--- config.mk ---
export PLATFORM = sky130hd
export DESIGN_NAME = router_pkt_receiver
export DESIGN_NICKNAME = d
export VERILOG_FILES = /design/src/rtl/router_pkt_receiver.sv
export SDC_FILE = /design/constraint.sdc
export NUM_CORES = 1
export LEC_CHECK = 0
export CORE_MARGIN = 2
export CORE_UTILIZATION = 29
export CTS_CLUSTER_SIZE = 28
export DETAILED_ROUTE_END_ITERATION = 7
export PLACE_DENSITY = 0.6
export SLEW_MARGIN = 40
export SYNTH_ARGS = -nofsm -noshare
export SYNTH_HDL_FRONTEND = slang
export SYNTH_SLANG_ARGS = --single-unit
--- constraint.sdc ---
create_clock -name clock -period 3.7 [get_ports clock]
set_clock_uncertainty 0.2 [all_clocks]
set_input_delay 1.11 -clock clock [delete_from_list [all_inputs] [get_ports clock]]
set_output_delay 1.11 -clock clock [all_outputs]
set_load 0.02 [all_outputs]
--- src/rtl/router_pkt_receiver.sv ---
// router_pkt_receiver: drains one router output port FIFO one byte at a time.
// Each packet is a header {len[7:2],addr[1:0]}, then len payload bytes, then a
// parity byte equal to the XOR of the header and the payload. The receiver
// forwards payload bytes with sop/eop framing, checks the parity, and reports
// the length, address and status of each completed packet.
// Optional feature: define PKT_STATS_EN to build the pkt_count/err_count
// counters. When it is undefined, both ports stay and are tied to 0.
// Ports:
//   clock, reset             single clock; asynchronous active-high reset
//   vld_out, data_out        port FIFO non-empty / read data (one cycle after pop)
//   sink_ready               consumer can take a payload byte next cycle
//   read_enb                 FIFO pop request (combinational)
//   byte_out, byte_valid     forwarded payload byte and its one-cycle strobe
//   sop, eop                 first / last payload byte, qualified by byte_valid
//   pkt_len, pkt_addr        header fields of the last completed packet
//   pkt_done                 end-of-packet pulse (normal or aborted)
//   parity_err, pkt_abort    status, valid only with pkt_done
//   pkt_count, err_count     statistics counters (PKT_STATS_EN)
module router_pkt_receiver #(
  parameter int unsigned DATA_W    = 8,
  parameter int unsigned STALL_MAX = 32,
  parameter int unsigned CNT_W     = 16
) (
  input  logic              clock,
  input  logic              reset,
  input  logic              vld_out,
  input  logic [DATA_W-1:0] data_out,
  input  logic              sink_ready,
  output logic              read_enb,
  output logic [DATA_W-1:0] byte_out,
  output logic              byte_valid,
  output logic              sop,
  output logic              eop,
  output logic [5:0]        pkt_len,
  output logic [1:0]        pkt_addr,
  output logic              pkt_done,
  output logic              parity_err,
  output logic              pkt_abort,
  output logic [CNT_W-1:0]  pkt_count,
  output logic [CNT_W-1:0]  err_count
);

  localparam int unsigned LEN_W   = 6;
  localparam int unsigned CNT7_W  = LEN_W + 1;
  localparam int unsigned STALL_W = $clog2(STALL_MAX + 1);

  typedef enum logic [1:0] {IDLE, HDR, BODY, DONE} state_t;

  state_t              state, state_d;
  logic [LEN_W-1:0]    len_q, len_d;
  logic [1:0]          addr_q, addr_d;
  logic [CNT7_W-1:0]   left_q, left_d;
  logic [CNT7_W-1:0]   issued_q, issued_d;
  logic [CNT7_W-1:0]   rcvd_q, rcvd_d;
  logic [DATA_W-1:0]   xor_q, xor_d;
  logic                pend_q, pend_d;
  logic [STALL_W-1:0]  stall_q, stall_d;

  logic [DATA_W-1:0]   byte_out_d;
  logic                byte_valid_d, sop_d, eop_d;
  logic [5:0]          pkt_len_d;
  logic [1:0]          pkt_addr_d;
  logic                pkt_done_d, parity_err_d, pkt_abort_d;

  // State and datapath registers
  always_ff @(posedge clock or posedge reset) begin
    if (reset) begin
      state      <= IDLE;
      len_q      <= '0;
      addr_q     <= '0;
      left_q     <= '0;
      issued_q   <= '0;
      rcvd_q     <= '0;
      xor_q      <= '0;
      pend_q     <= 1'b0;
      stall_q    <= '0;
      byte_out   <= '0;
      byte_valid <= 1'b0;
      sop        <= 1'b0;
      eop        <= 1'b0;
      pkt_len    <= '0;
      pkt_addr   <= '0;
      pkt_done   <= 1'b0;
      parity_err <= 1'b0;
      pkt_abort  <= 1'b0;
    end else begin
      state      <= state_d;
      len_q      <= len_d;
      addr_q     <= addr_d;
      left_q     <= left_d;
      issued_q   <= issued_d;
      rcvd_q     <= rcvd_d;
      xor_q      <= xor_d;
      pend_q     <= pend_d;
      stall_q    <= stall_d;
      byte_out   <= byte_out_d;
      byte_valid <= byte_valid_d;
      sop        <= sop_d;
      eop        <= eop_d;
      pkt_len    <= pkt_len_d;
      pkt_addr   <= pkt_addr_d;
      pkt_done   <= pkt_done_d;
      parity_err <= parity_err_d;
      pkt_abort  <= pkt_abort_d;
    end
  end

  // Next-state, pop request and next register values
  always_comb begin
    state_d      = state;
    len_d        = len_q;
    addr_d       = addr_q;
    left_d       = left_q;
    issued_d     = issued_q;
    rcvd_d       = rcvd_q;
    xor_d        = xor_q;
    pend_d       = 1'b0;
    stall_d      = stall_q;
    byte_out_d   = byte_out;
    byte_valid_d = 1'b0;
    sop_d        = 1'b0;
    eop_d        = 1'b0;
    pkt_len_d    = pkt_len;
    pkt_addr_d   = pkt_addr;
    pkt_done_d   = 1'b0;
    parity_err_d = 1'b0;
    pkt_abort_d  = 1'b0;
    read_enb     = 1'b0;

    unique case (state)
      IDLE: begin
        read_enb = vld_out;
        if (vld_out) state_d = HDR;
      end
      HDR: begin
        len_d    = data_out[7:2];
        addr_d   = data_out[1:0];
        xor_d    = data_out;
        left_d   = CNT7_W'(data_out[7:2]) + CNT7_W'(1);
        issued_d = '0;
        rcvd_d   = '0;
        stall_d  = '0;
        state_d  = BODY;
      end
      BODY: begin
        // left = len payload pops + 1 parity pop; never pop beyond it
        read_enb = vld_out & sink_ready & (issued_q < left_q);
        pend_d   = read_enb;
        if (read_enb) issued_d = issued_q + CNT7_W'(1);

        if (pend_q) begin
          stall_d = '0;
          rcvd_d  = rcvd_q + CNT7_W'(1);
          if (rcvd_q < CNT7_W'(len_q)) begin
            byte_out_d   = data_out;
            byte_valid_d = 1'b1;
            xor_d        = xor_q ^ data_out;
            sop_d        = (rcvd_q == '0);
            eop_d        = (rcvd_q == CNT7_W'(len_q) - CNT7_W'(1));
          end else begin
            parity_err_d = (xor_q != data_out);
            pkt_done_d   = 1'b1;
            pkt_len_d    = len_q;
            pkt_addr_d   = addr_q;
            state_d      = DONE;
          end
        end else if (!vld_out) begin
          // No pop can be in flight here since vld_out is low this cycle
          if (stall_q == STALL_W'(STALL_MAX - 1)) begin
            stall_d     = '0;
            pkt_done_d  = 1'b1;
            pkt_abort_d = 1'b1;
            pkt_len_d   = len_q;
            pkt_addr_d  = addr_q;
            state_d     = DONE;
          end else begin
            stall_d = stall_q + STALL_W'(1);
          end
        end
      end
      DONE: begin
        state_d = IDLE;
      end
      default: state_d = IDLE;
    endcase
  end

`ifdef PKT_STATS_EN
  // Statistics counters, wrapping modulo 2^CNT_W
  always_ff @(posedge clock or posedge reset) begin
    if (reset) begin
      pkt_count <= '0;
      err_count <= '0;
    end else if (pkt_done) begin
      pkt_count <= pkt_count + CNT_W'(1);
      if (parity_err | pkt_abort) err_count <= err_count + CNT_W'(1);
    end
  end
`else
  assign pkt_count = '0;
  assign err_count = '0;
`endif

endmodule

# Word level (Yosys, flattened, before mapping)
# Index checks and enable logic that the tools add are counted.
dict set report word_totals {
  rom_bits 0
  word_cells 100
  latchBits 0
  n_memories 0
  reg_bits 68
  inputBits 12
  ramBits 0
  output_inout_bits 55
}
dict set report op_classes {
  mul 0
  bitwise 3
  n_addsub 5
  n_eq_ne 15
  magnitude_cmp 2
  muxes 46
  reduce_logical 11
  div 0
  shifts 0
}
# cell n
set ops {}
lappend ops {{2-to-1 mux 6 bit} 7}
lappend ops {{one-hot mux 7 bit (2 select lines)} 2}
lappend ops {{2-to-1 mux 1 bit} 20}
lappend ops {{2-to-1 mux 2 bit} 9}
lappend ops {{2-to-1 mux 8 bit} 2}
lappend ops {{one-hot mux 8 bit (2 select lines)} 1}
lappend ops {{adder 7 x 1 -> 7 bit, second input constant} 2}
lappend ops {{2-to-1 mux 7 bit} 2}
lappend ops {{one-hot mux 6 bit (2 select lines)} 1}
lappend ops {{inequality test 2 bit, second input constant} 5}
lappend ops {{inequality test 3 bit, second input constant} 3}
lappend ops {{inequality test 8 bit} 1}
lappend ops {{one-hot mux 2 bit (4 select lines)} 1}
lappend ops {{AND reduction 4 bit} 2}
lappend ops {{XOR 8 bit} 1}
lappend ops {{adder 6 x 1 -> 7 bit, second input constant} 1}
lappend ops {{equality test 7 bit} 1}
lappend ops {{zero test 7 bit} 1}
lappend ops {{less-than comparator 7 x 6 -> 1 bit} 1}
lappend ops {{less-than comparator 7 bit} 1}
lappend ops {{subtractor 6 x 1 -> 7 bit, second input constant} 1}
lappend ops {{adder 6 x 1 -> 6 bit, second input constant} 1}
lappend ops {{equality test 6 x 5 -> 1 bit, second input constant} 1}
lappend ops {{AND reduction 2 bit} 3}
lappend ops {{8 further kinds} 12}

# Depth between registers and ports, before layout
# Gate-level depths: netlist (run 1).
dict set report depth {
  word_depth 5
  ltp_mapped 10
  ltp_nobuf 8
}

# Worst setup path after synthesis (run 1)
# OpenSTA, ideal clock, no wires.
dict set report synth_timing {
  path_type {input-to-output}
  from {input vld_out}
  to {output read_enb}
  stages 5
  required_time_ps 2390
  path_slack_ps 472
  path_buffers 1
  arrival_time_ps 1918
  cell_sequence {inv_1 -> a2111oi_2 -> o21ai_1 -> buf_6 -> nand2_1}
}
dict set report synth_between {
  elab_chain_len 3
}
# element line
set synth_lines {}
lappend synth_lines {{start: declaration} 26} ;# input logic vld_out,
lappend synth_lines {{AND 1 bit (2 in series)} 147} ;# read_enb = vld_out & sink_ready & (issued_q < left_q);
lappend synth_lines {{one-hot mux 1 bit (2 select lines) (*)} 130} ;# unique case (state)
lappend synth_lines {{end: declaration} 29} ;# output logic read_enb,
# Mark *: on every way between the ends. The rest lies on a longest branch, timed or not.

# Final worst setup path (run 1)
# Same ends and word-level chain as after synthesis.

==> results.ini, run 1 <==
[floorplan]
rows = 42
core_um2 = 13100
ios = 67
die_h_um = 119
dieArea_um2 = 14300
initial_utilization_pct = 29.4
die-width_um = 119

[worst_hold_path]
hold_start = pkt_len[4]
hp-class = flip-flop to flip-flop

[sta]
setup_violations = 0
maxSlewHeadroom_pct = 64.9
fmax_mhz = 279
hold_viol = 0
slew_viol_final = 0
tightest_slew_ns = 0.523
rsz0062_at_grt = no
min_period_ns = 3.59
finalSetupTns_ns = 0
finalCritPeriodShare_pct = 96.9
final.setup.worst_slack_ns = 0.113

[place]
place_congestion = 0.806
dp.cells = 588
hpwlAfterDp_um = 5760
dp_slack_ns = -0.335
io_buffers = 34

[routing]
routed_wl_um = 8050
drc = 0
ant_nets = 0
wl_per_cell_um = 13.4
dr.pass1.iters = 4
drt_iter0_markers = 125
vias_per_cell = 4.66
vias = 2805

[critical_path]
slowest_delay_ns = 0.47
crit_arrival_ns = 2.28
r2r_start = rcvd_q[4]
path_max_fanout = 2
cpMaxStageDelayCell = clkdlybuf4s50_1
crit_start = vld_out
cp.required_ns = 2.39
cp-end-kind = output pin
path_cells = clkdlybuf4s50_1 -> inv_1 -> a2111oi_2 -> o21ai_1 -> nand2_1 -> buf_2
worstSetupPathType = input port to output pin
setup.worst_path.start_class = input port

[layout]
final_nets = 456
drive_gt1_share_pct = 11.5
fillers = 1351
syn_to_final_growth_pct = 17.9
stdcell_count = 602
multi_input_area_um2 = 1870
antenna_cells = 0
seqCellArea_um2 = 1700

[cts]
cts_tree = built
numCtsBuffers = 9
clock_sinks = 68
cts_buffer_depth = 2
cts.clk_slew.worst_paths_ns = 0.05
clk_latency_ns = 0.32
clock-root-buffer = clkbuf_16
h-tree-depth = 3

[pwr]
power.leakage_nw = 2.03
peakVddDrop_uv = 316
p_per_area_nw_per_um2 = 753

[logic_synthesis]
yosys.area_share.simple_pct = 12.5
ys_warn_count = 0
syn_area_per_cell_um2 = 9.99
ys_top_cells_by_area = dfrtp_1 44%, ha_1 6.8%, buf_4 6.4%, mux2_2 5.5%, nand2_1 2.9%
syn_area_um2 = 3870
syn_inst = 387
synth_top_cell_area_share_pct = 44.0
synth_edf_count = 0
synth_top_family_by_area = compound AO/OA/AOI/OAI gates
yosysMostFrequentCell = dfrtp_1
asyncSetResetFlopFracSynth_pct = 100
yosys.area_share.adder_pct = 6.80
synth_area_leader_cell = dfrtp_1
synth_commonest_cells = 68 x dfrtp_1, 33 x buf_4, 30 x nand2_1, 23 x inv_1, 22 x o21ai_0
synth_mux_area_share_pct = 5.79
synth-compound-area-share_pct = 16.0
synth_xor_xnor_area_share_pct = 4.30
synth_cell_type_count = 53
synthFlopType = dfrtp_1
ys_seq_area_share_pct = 44.0
synth_seq_cells = 68

[status]
status = finished, final reports clean

[grt]
grt_use_total_pct = 12.0
grt_pass1_vias = 2765
grt_overflow = 0
grt_first_pass_wirelength_um = 13700
grt_max_degree = 69
grt_antenna_before_repair = 0

[job]
drv_cap = 0

-- kinds of logic after synthesis --
logic type                 Yosys count
adders and majority gates           21
xor gates and xnor gates            19
AOI/OAI and AO/OA                   89
muxes                               20
other                                1
and+or+nand+nor                     98
DFF                                 68
buffers and inverters               71
-- metrics by stage --
step	utilization [%]	total power [mW]	hold WS (ns)	cell area (um2)
6_report	34.7	3.43	0.304	4560
5_1_grt	34.7	3.71	0.318	4560
4_1_cts	34.7	3.47	0.306	4560
3_5_place_dp	32.7	2.65	0.295	4290
3_3_place_gp	32.7	2.61	0.288	4290
2_1_floorplan	-	2.21	0.265	3980
-- worst paths after layout --
path | depth (start not counted) | slack [ns] | to
max reg2reg | 7 | 1.21 | state[1]
min | 1 | 0.30 | pkt_len[4]
min reg2reg | 1 | 0.30 | pkt_len[4]
min in group asynchronous | 3 | 0.98 | stall_q[3]
max in group asynchronous | 3 | 2.03 | left_q[3]
max | 6 | 0.11 | read_enb
-- area by class of cell --
cell class | count | share of cell area [%]
tap | 176 | 4.83
clock buffer | 11 | 5.11
sequential | 68 | 37.3
timing repair buffer | 41 | 8.78
multi-input combinational | 279 | 41.1
clock inverter | 3 | 0.878
inverter | 24 | 1.98
-- where the power goes --
part | total, mW | switching, mW | leakage, nW | internal, mW
logic | 1.43 | 0.799 | 1.01 | 0.633
registers | 1.20 | 0.200 | 0.876 | 0.996
clock network | 0.802 | 0.290 | 0.135 | 0.511
-- per-layer routing --
layer | share of wire (%) | up-vias | track usage, %
met3 | 4.0 | 13 | 3.30
met4 | 2.0 | 0 | 4.56
met2 | 48 | 70 | 19.5
met5 | 0 | - | 0
li1 | - | 1365 | -
met1 | 46 | 1357 | 15.3
-- registers in the layout (all words and copies together) (netlist names) --
register    count
stall_q         6
issued_q        7
parity_err      1
state           2
addr_q          2
pkt_done        1
byte_valid      1
pkt_addr        2
pkt_len         6
xor_q           8
sop             1
rcvd_q          7
eop             1
byte_out        8
pkt_abort       1
left_q          7
len_q           6
pend_q          1
-- cells in the final DEF (no fill, tap or decap), types with 3 or more instances in the layout --
cell              n
dfrtp_1          68
clkdlybuf4s50_1  33
conb_1           32
nand2_1          30
inv_1            22
o21ai_0          22
ha_1             21
a21oi_1          20
mux2_2           19
nor2_1           18
nand3_1          15
o21a_1           11
xor2_1           11
clkbuf_16         9
xnor2_1           8
a41oi_1           8
nor4_1            6
buf_4             6
nor3_1            5
nand2b_1          4
o21ai_1           3
o31ai_1           3
nor2b_1           3
a211o_1           3
and3_1            3
and2_1            3
nand4_1           3
-- worst max-delay path, delay by kind of cell --
| family | cells | cell delay (ns) |
|---|---|---|
| buf+inv | 3 | 0.68 |
| compound gates | 2 | 0.40 |
| simple gates | 1 | 0.08 |
-- timing repair --
action	4_1_cts	5_1_grt
setup endpoints to repair	1	1
buffers inserted	0	0
resized for setup	3	1
cloned	0	0
hold buffers	0	0
Power figures use the tool's default switching activity.
==> run 2, diff against run 1 <==
--- a/config.mk
+++ b/config.mk
@@ -10,6 +10,7 @@
 export CTS_CLUSTER_SIZE = 28
 export DETAILED_ROUTE_END_ITERATION = 7
 export PLACE_DENSITY = 0.6
+export SETUP_SLACK_MARGIN = 0.4
 export SLEW_MARGIN = 40
 export SYNTH_ARGS = -nofsm -noshare
 export SYNTH_HDL_FRONTEND = slang
==> run 2 against run 1 <==
Total power increased by 0.23%. Highest routed layer unchanged. Largest cell class unchanged. Die area unchanged. Critical path type unchanged. Final cell count is 0.17% higher. Via count up 0.25%.
==> results.ini, run 2 (synthesized netlist as in run 1, its figures left out) <==
[worst_hold_path]
hold-path-cell-count = 1
hp-class = flip-flop to flip-flop

[pwr]
finalPower_mw = 3.44
p_per_area_nw_per_um2 = 751
peakVddDrop_uv = 316
power.leakage_nw = 2.03

[cts]
cts.clk_slew.worst_paths_ns = 0.05
clock_sinks = 68
cts_buffer_depth = 2
cts_hold_buf = 0
cts_tree = built
clock-root-buffer = clkbuf_16
clk_latency_ns = 0.32
h-tree-depth = 3
numCtsBuffers = 9

[routing]
drt_iter0_markers = 141
vias = 2812
vias_per_cell = 4.66
drc = 0
routed_wl_um = 8060
dr.pass1.iters = 4
ant_nets = 0
wl_per_cell_um = 13.4

[grt]
grt_antenna_before_repair = 0
grt_overflow = 0
grt_use_total_pct = 12.0
grt_pass1_vias = 2763
grt_first_pass_wirelength_um = 13700
grt_max_degree = 69

[status]
status = finished, final reports clean

[layout]
antenna_cells = 0
drive_gt1_share_pct = 12.2
final_nets = 457
reg_top3 = byte_out: 8 flops, xor_q: 8 flops
final_cell_mix = 68 x dfrtp_1, 32 x conb_1, 31 x clkdlybuf4s50_1
final_common_cell = dfrtp_1
syn_to_final_growth_pct = 18.4

[sta]
fmax_mhz = 312
rsz0062_at_grt = no
setup_violations = 0
tightest_slew_ns = 0.524
maxSlewHeadroom_pct = 64.8
hold_viol = 0
min_period_ns = 3.21
finalCritPeriodShare_pct = 86.7
slew_viol_final = 0
whs_ns = 0.304

[critical_path]
setup.worst_path.start_class = input port
crit_start = sink_ready
r2r_start = rcvd_q[4]
reg2reg_to = state[1]
worstSetupPathType = input port to output pin
reg2regPathDepth = 7
path_max_fanout = 2
cp.required_ns = 2.39
crit_arrival_ns = 1.90
endpoint = read_enb
cp-end-kind = output pin
reg2reg_slack_ns = 1.21

[floorplan]
initial_utilization_pct = 29.4
die-width_um = 119
ios = 67
core_um2 = 13100
die_h_um = 119
dieArea_um2 = 14300
rows = 42

[place]
place_congestion = 0.806
io_buffers = 34
hpwlAfterDp_um = 5760

[job]
drv_cap = 0

-- run 2: stage by stage --
stage	util, %	setup WS (ns)	area [um2]	std cells	TNS (ns)
2_1_floorplan	-	0.472	3980	418	0
3_3_place_gp	32.7	-0.318	4290	588	-0.318
3_5_place_dp	32.7	-0.335	4290	588	-0.335
4_1_cts	34.7	0.404	4560	602	0
5_1_grt	34.8	0.393	4580	603	0
6_report	34.8	0.493	4580	603	0
-- run 2: report_power, final --
group          internal [mW]  switching [mW]
registers              0.996           0.201
logic                  0.639           0.801
clock network          0.511           0.290
total                   2.15            1.29
-- run 2: critical path: stages --
cell and delay (ns):
dlygate4sd2_1 0.19, nand2_1 0.07, a2111oi_4 0.18, o21ai_1 0.13
nand2_1 0.09, buf_6 0.11
-- run 2: area by class of cell --
| class | instances | area [um2] |
|---|---|---|
| clock buffer | 11 | 233 |
| multi-input combinational | 279 | 1890 |
| inverter | 24 | 90.1 |
| tap | 176 | 220 |
| fill | 1350 | 8560 |
| sequential | 68 | 1700 |
| clock inverter | 3 | 40.0 |
| timing repair buffer | 42 | 408 |
-- run 2: repair_timing --
action,CTS,global route
setup buffers,0,1
resized for setup,9,3
setup endpoints to repair,1,1
pin swaps,3,3
-- run 2: routing by layer --
layer	global-route usage, %	part of all wire [%]
met1	15.3	46
met2	19.5	48
met3	3.30	3.7
met4	4.56	2.0
met5	0	0
-- run 2: worst min-delay path by stage --
| stage | startpoint | end |
|---|---|---|
| after global placement | left_q[0] | left_q[0] |
| after global routing | byte_out[0] | byte_out[0] |
| after floorplan | left_q[0] | left_q[0] |
| after CTS | pkt_len[4] | pkt_len[4] |
| final | pkt_len[4] | pkt_len[4] |
| after detailed placement | pkt_len[4] | pkt_len[4] |
==> run 3, diff against run 2 <==
--- a/config.mk
+++ b/config.mk
@@ -9,7 +9,7 @@
 export CORE_UTILIZATION = 29
 export CTS_CLUSTER_SIZE = 28
 export DETAILED_ROUTE_END_ITERATION = 7
-export PLACE_DENSITY = 0.6
+export PLACE_DENSITY = 0.62
 export SETUP_SLACK_MARGIN = 0.4
 export SLEW_MARGIN = 40
 export SYNTH_ARGS = -nofsm -noshare
==> constraint.sdc (replaced) <==
create_clock -name clock -period 2.7 [get_ports clock]
set_clock_uncertainty 0.2 [all_clocks]
set_input_delay 0.81 -clock clock [delete_from_list [all_inputs] [get_ports clock]]
set_output_delay 0.81 -clock clock [all_outputs]
set_load 0.02 [all_outputs]
==> run 3 against run 2 <==
The flow now finishes with violations (setup timing). Largest cell class unchanged. Clock power increased by 71%. Combinational power increased by 69%. Core utilization increased by 5.8 points. Via count increased by 9.9%. Critical path depth increased by 1.
==> results.ini, run 3 (synthesized netlist as in run 1, its figures left out) <==
[grt]
grt_use_total_pct = 13.3
grt_first_pass_wirelength_um = 15100
grt_overflow = 0
grt_antenna_before_repair = 0
grt_max_degree = 69
grt_pass1_vias = 3096

[sta]
slew_viol_final = 0
finalCritPeriodShare_pct = 107
hold_viol = 0
rsz0062_at_grt = yes
final.setup.worst_slack_ns = -0.177
maxSlewHeadroom_pct = 64.6
finalSetupTns_ns = -0.177
fmax_mhz = 348
tightest_slew_ns = 0.528
min_period_ns = 2.88
setup_violations = 1

[pwr]
power_frac_comb_pct = 45.0
power.leakage_nw = 2.46
p_per_area_nw_per_um2 = 1010
p_seq_share_pct = 29.7
power_switching_share_pct = 37.0
p_switching_mw = 2.00
p_int_mw = 3.40
clockPowerShare_pct = 25.4
peakVddDrop_uv = 403

[floorplan]
dieArea_um2 = 14300
core_um2 = 13100
rows = 42
die_h_um = 119
ios = 67
initial_utilization_pct = 29.4
die-width_um = 119

[place]
hpwlAfterDp_um = 6130
place_congestion = 0.829
io_buffers = 34
dp.cells = 610
dp_slack_ns = -0.811

[routing]
wl_per_cell_um = 14.5
vias = 3089
dr.pass1.iters = 4
drt_iter0_markers = 130
ant_nets = 0
drc = 0
routed_wl_um = 9390
vias_per_cell = 4.76

[worst_hold_path]
hold-path-cell-count = 1
hp-class = flip-flop to flip-flop
hold_start = byte_out[1]
hold_end = byte_out[1]

[cts]
cts_tree = built
clk_latency_ns = 0.33
clock_sinks = 68
clock-root-buffer = clkbuf_16
numCtsBuffers = 9
h-tree-depth = 3
cts_hold_buf = 0
cts.clk_slew.worst_paths_ns = 0.05
cts_buffer_depth = 2

[critical_path]
reg2reg_slack_ns = 0.23
cp.required_ns = 1.69
setup.worst_path.start_class = flip-flop
cp-end-kind = output pin
path_max_fanout = 2
reg2regPathDepth = 11
path_cells = inv_2 -> ha_4 -> a21o_1 -> a2111oi_4 -> o21ai_2 -> nand2_4 -> buf_6
worstSetupPathType = flip-flop to output pin
crit_cells = 7
reg2reg_to = issued_q[3]
path_buf_inv = 2
crit_arrival_ns = 1.87
crit_family = compound AO/OA/AOI/OAI gates
cpMaxStageDelayCell = dfrtp_1
slowest_delay_ns = 0.39
r2r_start = issued_q[6]

[status]
status = complete, but fails checks
violations = setup timing

[layout]
final_cell_mix = 64 x dfrtp_1, 39 x buf_4, 32 x conb_1
stdcell_count = 649
fillers = 1269
reg_top3 = byte_out: 8 flops, xor_q: 8 flops
final_common_cell = dfrtp_1
drive_gt1_share_pct = 27.9
syn_to_final_growth_pct = 38.1
final_nets = 501
antenna_cells = 0

[job]
drv_cap = 0

-- run 3: area by class of cell --
cell class | count | area [um2] | share of cell area, %
sequential | 68 | 1710 | 32.0
clock inverter | 6 | 111 | 2.09
timing repair buffer | 86 | 836 | 15.7
clock buffer | 10 | 239 | 4.48
multi-input combinational | 279 | 2130 | 39.9
inverter | 24 | 96.3 | 1.80
tap | 176 | 220 | 4.12
-- run 3: how the worst max path moves through the flow --
| stage | startpoint | end | slack (ns) |
|---|---|---|---|
| CTS | left_q[5] | read_enb | -0.16 |
| global route | left_q[5] | read_enb | -0.25 |
| floorplan | issued_q[5] | read_enb | 0.16 |
| global placement | vld_out | read_enb | -0.74 |
| detailed placement | vld_out | read_enb | -0.81 |
| finish | left_q[5] | read_enb | -0.18 |
-- run 3: power groups by stage --
stage	Clock, mW	Combinational [mW]	Sequential (mW)
CTS	1.39	2.27	1.63
global route	1.43	2.68	1.65
floorplan	0	1.30	1.74
detailed placement	0	2.14	1.64
finish	1.37	2.43	1.60
global placement	0	2.07	1.63
-- run 3: timing repair --
| item | CTS | global route |
|---|---|---|
| pin swaps | 13 | 14 |
| gates cloned | 1 | 0 |
| buffers inserted | 11 | 11 |
| resized for setup | 56 | 37 |
| setup endpoints to repair | 44 | 42 |
-- run 3: metrics by stage --
stage | hold slack (ns) | util, % | area, um2 | power (mW)
floorplan | 0.265 | - | 4000 | 3.05
global placement | 0.290 | 34.2 | 4500 | 3.70
detailed placement | 0.290 | 34.2 | 4500 | 3.79
CTS | 0.303 | 38.7 | 5080 | 5.29
global route | 0.322 | 40.6 | 5340 | 5.76
finish | 0.298 | 40.6 | 5340 | 5.40
-- run 3: layer usage --
| layer | track usage, % | vias up | share of wire, % | wire (um) |
|---|---|---|---|---|
| li1 | - | 1470 | - | - |
| met1 | 16.7 | 1530 | 46 | 4290 |
| met2 | 22.3 | 80 | 50 | 4680 |
| met3 | 2.63 | 9 | 3.2 | 300 |
| met4 | 5.44 | 0 | 1.3 | 119 |
| met5 | 0 | - | 0 | 0 |
